### src/rtl/imem_arb.sv
// Round-robin arbiter/sequencer sharing the instruction ROM read port between fetch and debug.
// Optional misaligned-address error: define IMEM_ARB_ALIGN_CHECK_EN.
module imem_arb #(
  parameter int ADDR_W     = 64,
  parameter int DATA_W     = 32,
  parameter int DEPTH_LOG2 = 12
) (
  input  logic              clk,
  input  logic              rst_n,
  input  logic              if_req_valid,
  output logic              if_req_ready,
  input  logic [ADDR_W-1:0] if_req_addr,
  output logic              if_rsp_valid,
  input  logic              if_rsp_ready,
  output logic [DATA_W-1:0] if_rsp_data,
  output logic              if_rsp_err,
  input  logic              dbg_req_valid,
  output logic              dbg_req_ready,
  input  logic [ADDR_W-1:0] dbg_req_addr,
  output logic              dbg_rsp_valid,
  input  logic              dbg_rsp_ready,
  output logic [DATA_W-1:0] dbg_rsp_data,
  output logic              dbg_rsp_err,
  output logic [ADDR_W-1:0] rom_addr,
  input  logic [DATA_W-1:0] rom_dout
);

  typedef enum logic [1:0] {
    S_IDLE = 2'd0,
    S_READ = 2'd1,
    S_RESP = 2'd2
  } state_t;

  localparam logic P_IF  = 1'b0;
  localparam logic P_DBG = 1'b1;

  state_t              r_state;
  state_t              w_state_nxt;
  logic                r_last_grant;
  logic                r_owner_q;
  logic [ADDR_W-1:0]   r_addr_q;
  logic [DATA_W-1:0]   r_data_q;
  logic                r_err_q;

  logic                w_grant_dbg;
  logic                w_accept;
  logic                w_range_err;
  logic                w_align_err;
  logic                w_err;
  logic                w_rsp_hs;
  logic                w_if_own;
  logic                w_dbg_own;

  // Debug wins only when fetch is idle or fetch was served last.
  assign w_grant_dbg   = dbg_req_valid && (!if_req_valid || (r_last_grant == P_IF));
  assign if_req_ready  = (r_state == S_IDLE) && if_req_valid && !w_grant_dbg;
  assign dbg_req_ready = (r_state == S_IDLE) && w_grant_dbg;
  assign w_accept      = if_req_ready || dbg_req_ready;

  assign w_range_err = |r_addr_q[ADDR_W-1:DEPTH_LOG2+2];
`ifdef IMEM_ARB_ALIGN_CHECK_EN
  assign w_align_err = |r_addr_q[1:0];
`else
  assign w_align_err = 1'b0;
`endif
  assign w_err = w_range_err || w_align_err;

  assign w_if_own  = (r_state == S_RESP) && (r_owner_q == P_IF);
  assign w_dbg_own = (r_state == S_RESP) && (r_owner_q == P_DBG);
  assign w_rsp_hs  = (w_if_own && if_rsp_ready) || (w_dbg_own && dbg_rsp_ready);

  always_ff @(posedge clk or negedge rst_n) begin
    if (!rst_n) begin
      r_state <= S_IDLE;
    end else begin
      r_state <= w_state_nxt;
    end
  end

  always_comb begin
    w_state_nxt = r_state;
    case (r_state)
      S_IDLE: begin
        if (w_accept) begin
          w_state_nxt = S_READ;
        end else begin
          w_state_nxt = S_IDLE;
        end
      end
      S_READ: begin
        w_state_nxt = S_RESP;
      end
      S_RESP: begin
        if (w_rsp_hs) begin
          w_state_nxt = S_IDLE;
        end else begin
          w_state_nxt = S_RESP;
        end
      end
      default: begin
        w_state_nxt = S_IDLE;
      end
    endcase
  end

  // Request capture on acceptance and ROM word capture in READ.
  always_ff @(posedge clk or negedge rst_n) begin
    if (!rst_n) begin
      r_last_grant <= P_DBG;
      r_owner_q    <= P_IF;
      r_addr_q     <= '0;
      r_data_q     <= '0;
      r_err_q      <= 1'b0;
    end else begin
      if (w_accept) begin
        r_owner_q    <= w_grant_dbg;
        r_last_grant <= w_grant_dbg;
        r_addr_q     <= w_grant_dbg ? dbg_req_addr : if_req_addr;
      end
      if (r_state == S_READ) begin
        r_data_q <= w_err ? '0 : rom_dout;
        r_err_q  <= w_err;
      end
    end
  end

  assign rom_addr = r_addr_q;

  // Non-owner response outputs are forced to zero.
  assign if_rsp_valid  = w_if_own;
  assign if_rsp_data   = w_if_own ? r_data_q : '0;
  assign if_rsp_err    = w_if_own && r_err_q;
  assign dbg_rsp_valid = w_dbg_own;
  assign dbg_rsp_data  = w_dbg_own ? r_data_q : '0;
  assign dbg_rsp_err   = w_dbg_own && r_err_q;

endmodule

### config.mk
export PLATFORM = sky130hd
export DESIGN_NAME = imem_arb
export DESIGN_NICKNAME = d
export VERILOG_FILES = /design/src/rtl/imem_arb.sv
export SDC_FILE = /design/constraint.sdc
export NUM_CORES = 1
export LEC_CHECK = 0
export CORE_AREA = 2 2 118 120
export DETAILED_ROUTE_END_ITERATION = 12
export DIE_AREA = 0 0 120 122
export PLACE_DENSITY = 0.84
export SYNTH_ARGS = -nofsm -noshare
export SYNTH_HDL_FRONTEND = slang
export SYNTH_SLANG_ARGS = --single-unit
### constraint.sdc
create_clock -name clk -period 2.5 [get_ports clk]
set_clock_uncertainty 0.2 [all_clocks]
set_input_delay 0.5 -clock clk [delete_from_list [all_inputs] [get_ports clk]]
set_output_delay 0.5 -clock clk [all_outputs]
set_load 0.02 [all_outputs]
Word-level counts from Yosys, hierarchy flattened:

Cells that the tools add are included.

* flip-flop bits (word level): 101
* word-level logic and storage cells: 34

* equality and inequality tests: 2
* muxes and demuxes: 7
* bitwise gates (word level): 2
* reduce and logical (&&, ||, !) cells: 17

Operators with widths (number)
* 32-bit 2-to-1 mux: 3
* 64-bit 2-to-1 mux: 1
* 50-bit OR reduction: 1
* 1-bit logical AND: 10
* 2-bit one-hot mux with 3 select lines: 1
* 1-bit logical OR: 3
* 2-bit by 1-bit == test with 1-bit output, second input constant: 1
* 2-bit == test, second input constant: 1
* 1-bit zero test: 2
* 2-bit zero test: 1
* 2-bit 2-to-1 mux: 1
* 1-bit inverter: 2
* 1-bit 2-to-1 mux: 1

Longest topological paths before layout:

* depth after elaboration: 8
* gate-level depth with buffers: 6
* depth with buffers taken out: 4

Least setup slack after synthesis:

No wires, ideal clock.

* path type: flip-flop to flip-flop
* start point: reg r_addr_q[20] (netlist: rom_addr[20])
* end point: reg r_data_q[10]
* library setup time: 0.064 ns
* data arrival time: 1.997 ns
* required time: 2.236 ns
* setup slack: 0.239 ns
* cell stages (with the launch flop): 6
* path buffers: 1
* clock period less this slack: 2.261 ns
* cell sequence: dfrtp_1 > or4_1 > or4_4 > nor4_4 > buf_6 > a22o_2

* cells in the longest elaborated chain, start to end: 2

RTL lines
* start: declaration: line 41 `logic [ADDR_W-1:0] r_addr_q;`
* start signal: assignment: line 118 `r_addr_q <= w_grant_dbg ? dbg_req_addr : if_req_addr;`
* 50-bit OR reduction: line 60 `assign w_range_err = |r_addr_q[ADDR_W-1:DEPTH_LOG2+2];`
* 32-bit 2-to-1 mux: line 121 `r_data_q <= w_err ? '0 : rom_dout;`
* end signal: assignment: line 121
* end: declaration: line 42 `logic [DATA_W-1:0] r_data_q;`

No other way between the ends.
A chain may end at the register's enable or synchronous reset.

Worst setup path in the final report:

* start point: in dbg_req_valid
* end point: out dbg_req_ready

* cells in the longest elaborated chain, start to end: 2

RTL lines
* start: declaration: line 17 `input logic dbg_req_valid,`
* 1-bit logical AND: line 55 `assign w_grant_dbg = dbg_req_valid && (!if_req_valid || (r_last_grant == P_IF));`
* 1-bit logical AND: line 57 `assign dbg_req_ready = (r_state == S_IDLE) && w_grant_dbg;`
* end: declaration: line 18 `output logic dbg_req_ready,`

No other way between the ends.

==> impl_metrics.env <==
export IMPL_status="complete, no violations"
export IMPL_min_to="r_data_q[21]"
export IMPL_timing_hold_worst_path_depth=1
export IMPL_most_common_layout_cells="sky130_fd_sc_hd__clkdlybuf4s50_1 (228), sky130_fd_sc_hd__dfrtp_1 (100), sky130_fd_sc_hd__nor2_1 (66), sky130_fd_sc_hd__a21oi_1 (66), sky130_fd_sc_hd__and2_1 (65)"
export IMPL_initial_utilization_pct=35.83
export IMPL_cts_made_buffers=9
export IMPL_std_cell_rows=43
export IMPL_grt_first_pass_wirelength_mm=23.92
export IMPL_yosys_register_bits=101
export IMPL_syn_inst=460
export IMPL_clock_network_latency_to_the_later_pin_of_the_worst_skew_pair_ns=0.34
export IMPL_port_buffer_count=299
export IMPL_worst_setup_path_type="input pin to primary output"
export IMPL_dp_worst_setup_slack_ns=-0.2176
export IMPL_timing_hold_violations_final=0
export IMPL_post_route_setup_tns_ns=0
export IMPL_ctsRootBufferMaster="sky130_fd_sc_hd__clkbuf_16"
export IMPL_detail_route_wl_per_cell_um=16.44
export IMPL_drt_pass1_iterations=4
export IMPL_routed_via_count=4611
export IMPL_number_of_global_route_vias_before_repair=4689
export IMPL_dp_hpwl_mm=11.80
export IMPL_via_per_inst=4.911
export IMPL_setup_ws_ns=0.07089
export IMPL_power_per_cell_area_nw_per_um2=949.2
export IMPL_path_clk_slew_ns=0.06
export IMPL_core_area_um2=13500
export IMPL_final_period_minus_worst_setup_slack_ns=2.429
export IMPL_layout_cells_non_filler=939
export IMPL_io_pin_count=300
export IMPL_critPathRequiredTime_ns=1.80
export IMPL_maxSlewHeadroom_pct=56.54
export IMPL_die_y_um=122
export IMPL_layout_cells_most_common="sky130_fd_sc_hd__clkdlybuf4s50_1"
export IMPL_post_cts_setup_buffers=0
export IMPL_end_kind="primary output"
export IMPL_finalMaxSlewViolations=0
export IMPL_r2r_cells=5
export IMPL_grtUsageTotal_pct=20.87
export IMPL_rr_startpoint="rom_addr[20]"
export IMPL_drt_first_iter_violations=215
export IMPL_layout_net_count=920
export IMPL_grt_max_degree=62
export IMPL_hold_removal_path_class="flip-flop to flip-flop"
export IMPL_dp_cells=922
export IMPL_post_synth_num_cell_types=28
export IMPL_ctsHtreeMaxLevel=3
export IMPL_area_growth_synth_to_final_pct=70.78
export IMPL_rsz0062_at_grt="yes"
export IMPL_reg2reg_slack_ns=0.23
export IMPL_setup_violations_final=0
export IMPL_worst_slew_pin_slew_ns=0.6519
export IMPL_clk_path_buf_depth=2
export IMPL_timing_final_crit_share_pct=97.16
export IMPL_synthesis_yosys_warnings=0
export IMPL_layout_drive_gt1_share_pct=16.73
export IMPL_final_core_util_pct=61.19
export IMPL_grt_ovfl_total=0
export IMPL_synth_area_um2=4838
export IMPL_worstPathMaxFanout=4
export IMPL_peakVddDrop_v=0.0005546
export IMPL_category_of_the_worst_setup_path_launch_point="input pin"
export IMPL_dieArea_um2=14640
export IMPL_average_footprint_of_a_synthesized_cell_um2=10.52
export IMPL_initial_antenna_violation_count=0
export IMPL_timing_hold_worst_start="r_data_q[21]"
export IMPL_remaining_design_rule_violation_count=0
export IMPL_clock_fmax_ghz=0.4117
export IMPL_synth_fp_nets=626
export IMPL_drtAntennaViolNets=0
export IMPL_r2r_end="r_data_q[3]"
export IMPL_routabilityCongestion=0.7943
export IMPL_design_power_total_mw=7.843
export IMPL_synth_sequential_area_ratio_pct=52.26
export IMPL_tritoncts_clock_tree="yes"
export IMPL_leakagePower_nw=3.612
export IMPL_cts_sink_count=101
export IMPL_worst_endpoint_arrival_ns=1.73
export IMPL_antennaDiodeCount=0
export IMPL_die_x_um=120
export IMPL_totalWireLength_mm=15.44
export IMPL_cap_violations=0
export IMPL_nFillCells=1072
worst max path at each step:
stage / from / end / slack, ns / cells after the start
global route: r_state[0] / if_rsp_data[11] / -0.007 / 5
detailed placement: dbg_req_valid / dbg_req_ready / -0.22 / 4
floorplan: rom_addr[20] / r_data_q[10] / 0.24 / 5
finish: dbg_req_valid / dbg_req_ready / 0.07 / 4
CTS: r_state[0] / if_rsp_data[17] / -0.03 / 5
global placement: if_req_valid / if_req_ready / -0.21 / 5
per-layer routing:
metal | global-route usage (%) | routed length [um]
met5 | 0 | 0
met4 | 7.868 | 339
met3 | 6.414 | 1360
met2 | 36.83 | 7898
met1 | 23.74 | 5837
flip-flops by register name, indices dropped and copies added (netlist names):
name and count:
r_err_q 1, r_last_grant 1, r_owner_q 1, r_data_q 32, rom_addr 64, r_state 2
synth_stat cells:
cell / number / area share (%)
sky130_fd_sc_hd__nand2_1: 1 / 0.078
sky130_fd_sc_hd__buf_2: 5 / 0.52
sky130_fd_sc_hd__o21a_1: 1 / 0.16
sky130_fd_sc_hd__or4_4: 1 / 0.23
sky130_fd_sc_hd__nor2_1: 68 / 5.3
sky130_fd_sc_hd__buf_6: 3 / 0.70
sky130_fd_sc_hd__nor3_1: 2 / 0.21
sky130_fd_sc_hd__or4_1: 1 / 0.16
sky130_fd_sc_hd__a21o_1: 1 / 0.16
sky130_fd_sc_hd__a21oi_1: 66 / 6.8
sky130_fd_sc_hd__dfstp_2: 1 / 0.54
sky130_fd_sc_hd__nand4_1: 2 / 0.26
sky130_fd_sc_hd__nand2b_1: 2 / 0.26
sky130_fd_sc_hd__a22o_1: 4 / 0.72
sky130_fd_sc_hd__a21boi_1: 1 / 0.16
sky130_fd_sc_hd__nor4_4: 1 / 0.44
sky130_fd_sc_hd__and2_1: 65 / 8.4
sky130_fd_sc_hd__inv_1: 2 / 0.16
sky130_fd_sc_hd__clkbuf_1: 22 / 1.7
sky130_fd_sc_hd__mux2_2: 1 / 0.23
sky130_fd_sc_hd__buf_1: 4 / 0.31
sky130_fd_sc_hd__a22o_2: 28 / 5.8
sky130_fd_sc_hd__mux2i_1: 64 / 13
sky130_fd_sc_hd__nand3_1: 1 / 0.10
sky130_fd_sc_hd__o21ai_0: 1 / 0.10
sky130_fd_sc_hd__a31oi_1: 1 / 0.13
sky130_fd_sc_hd__dfrtp_1: 100 / 52
sky130_fd_sc_hd__nor4_1: 11 / 1.4
what timing repair did:
item                                    CTS  global route
resized for setup                       120            76
hold endpoints to repair                 17             0
endpoints found under the setup margin   69            66
hold buffers                              1             0
stage by stage:
stage	area, um^2	hold slack, ns
6_report	8263	0.3160
5_1_grt	8263	0.3330
4_1_cts	8408	0.3188
3_5_place_dp	8094	0.1936
3_3_place_gp	8094	0.1915
2_1_floorplan	4838	0.004409
power breakdown:
part           internal, mW  total [mW]  switching (mW)
Sequential             2.19        2.63           0.440
Combinational          1.69        3.68            1.99
Clock                 0.929        1.53           0.599
Total                  4.81        7.84            3.03
critical path: stages:
cell and delay [ns]:
sky130_fd_sc_hd__clkdlybuf4s50_1 0.48, sky130_fd_sc_hd__a21boi_4 0.22, sky130_fd_sc_hd__and2_1 0.17, sky130_fd_sc_hd__dlygate4sd2_1 0.36
kinds of logic (layout without fill, tap and decap cells):
logic type / Yosys count / in the layout / share of synthesized area [%]
multiplexers: 65 / 65 / 13.47
AO/OA/AOI/OAI: 103 / 103 / 14.04
AND/OR/NAND/NOR: 155 / 155 / 16.83
flip-flops: 101 / 101 / 52.26
buffers and inverters: 36 / 335 / 3.387
cell type report:
class | count | area [um^2] | area share [%]
clock inverters | 4 | 70.07 | 0.8480
multi-input cells | 323 | 2172 | 26.29
repair buffers | 317 | 3003 | 36.34
flip-flops and latches | 101 | 2529 | 30.60
well taps | 180 | 225.2 | 2.726
inverters | 2 | 7.507 | 0.09085
clock buffers | 12 | 256.5 | 3.104
No activity file was read; power rests on OpenSTA's default activity.
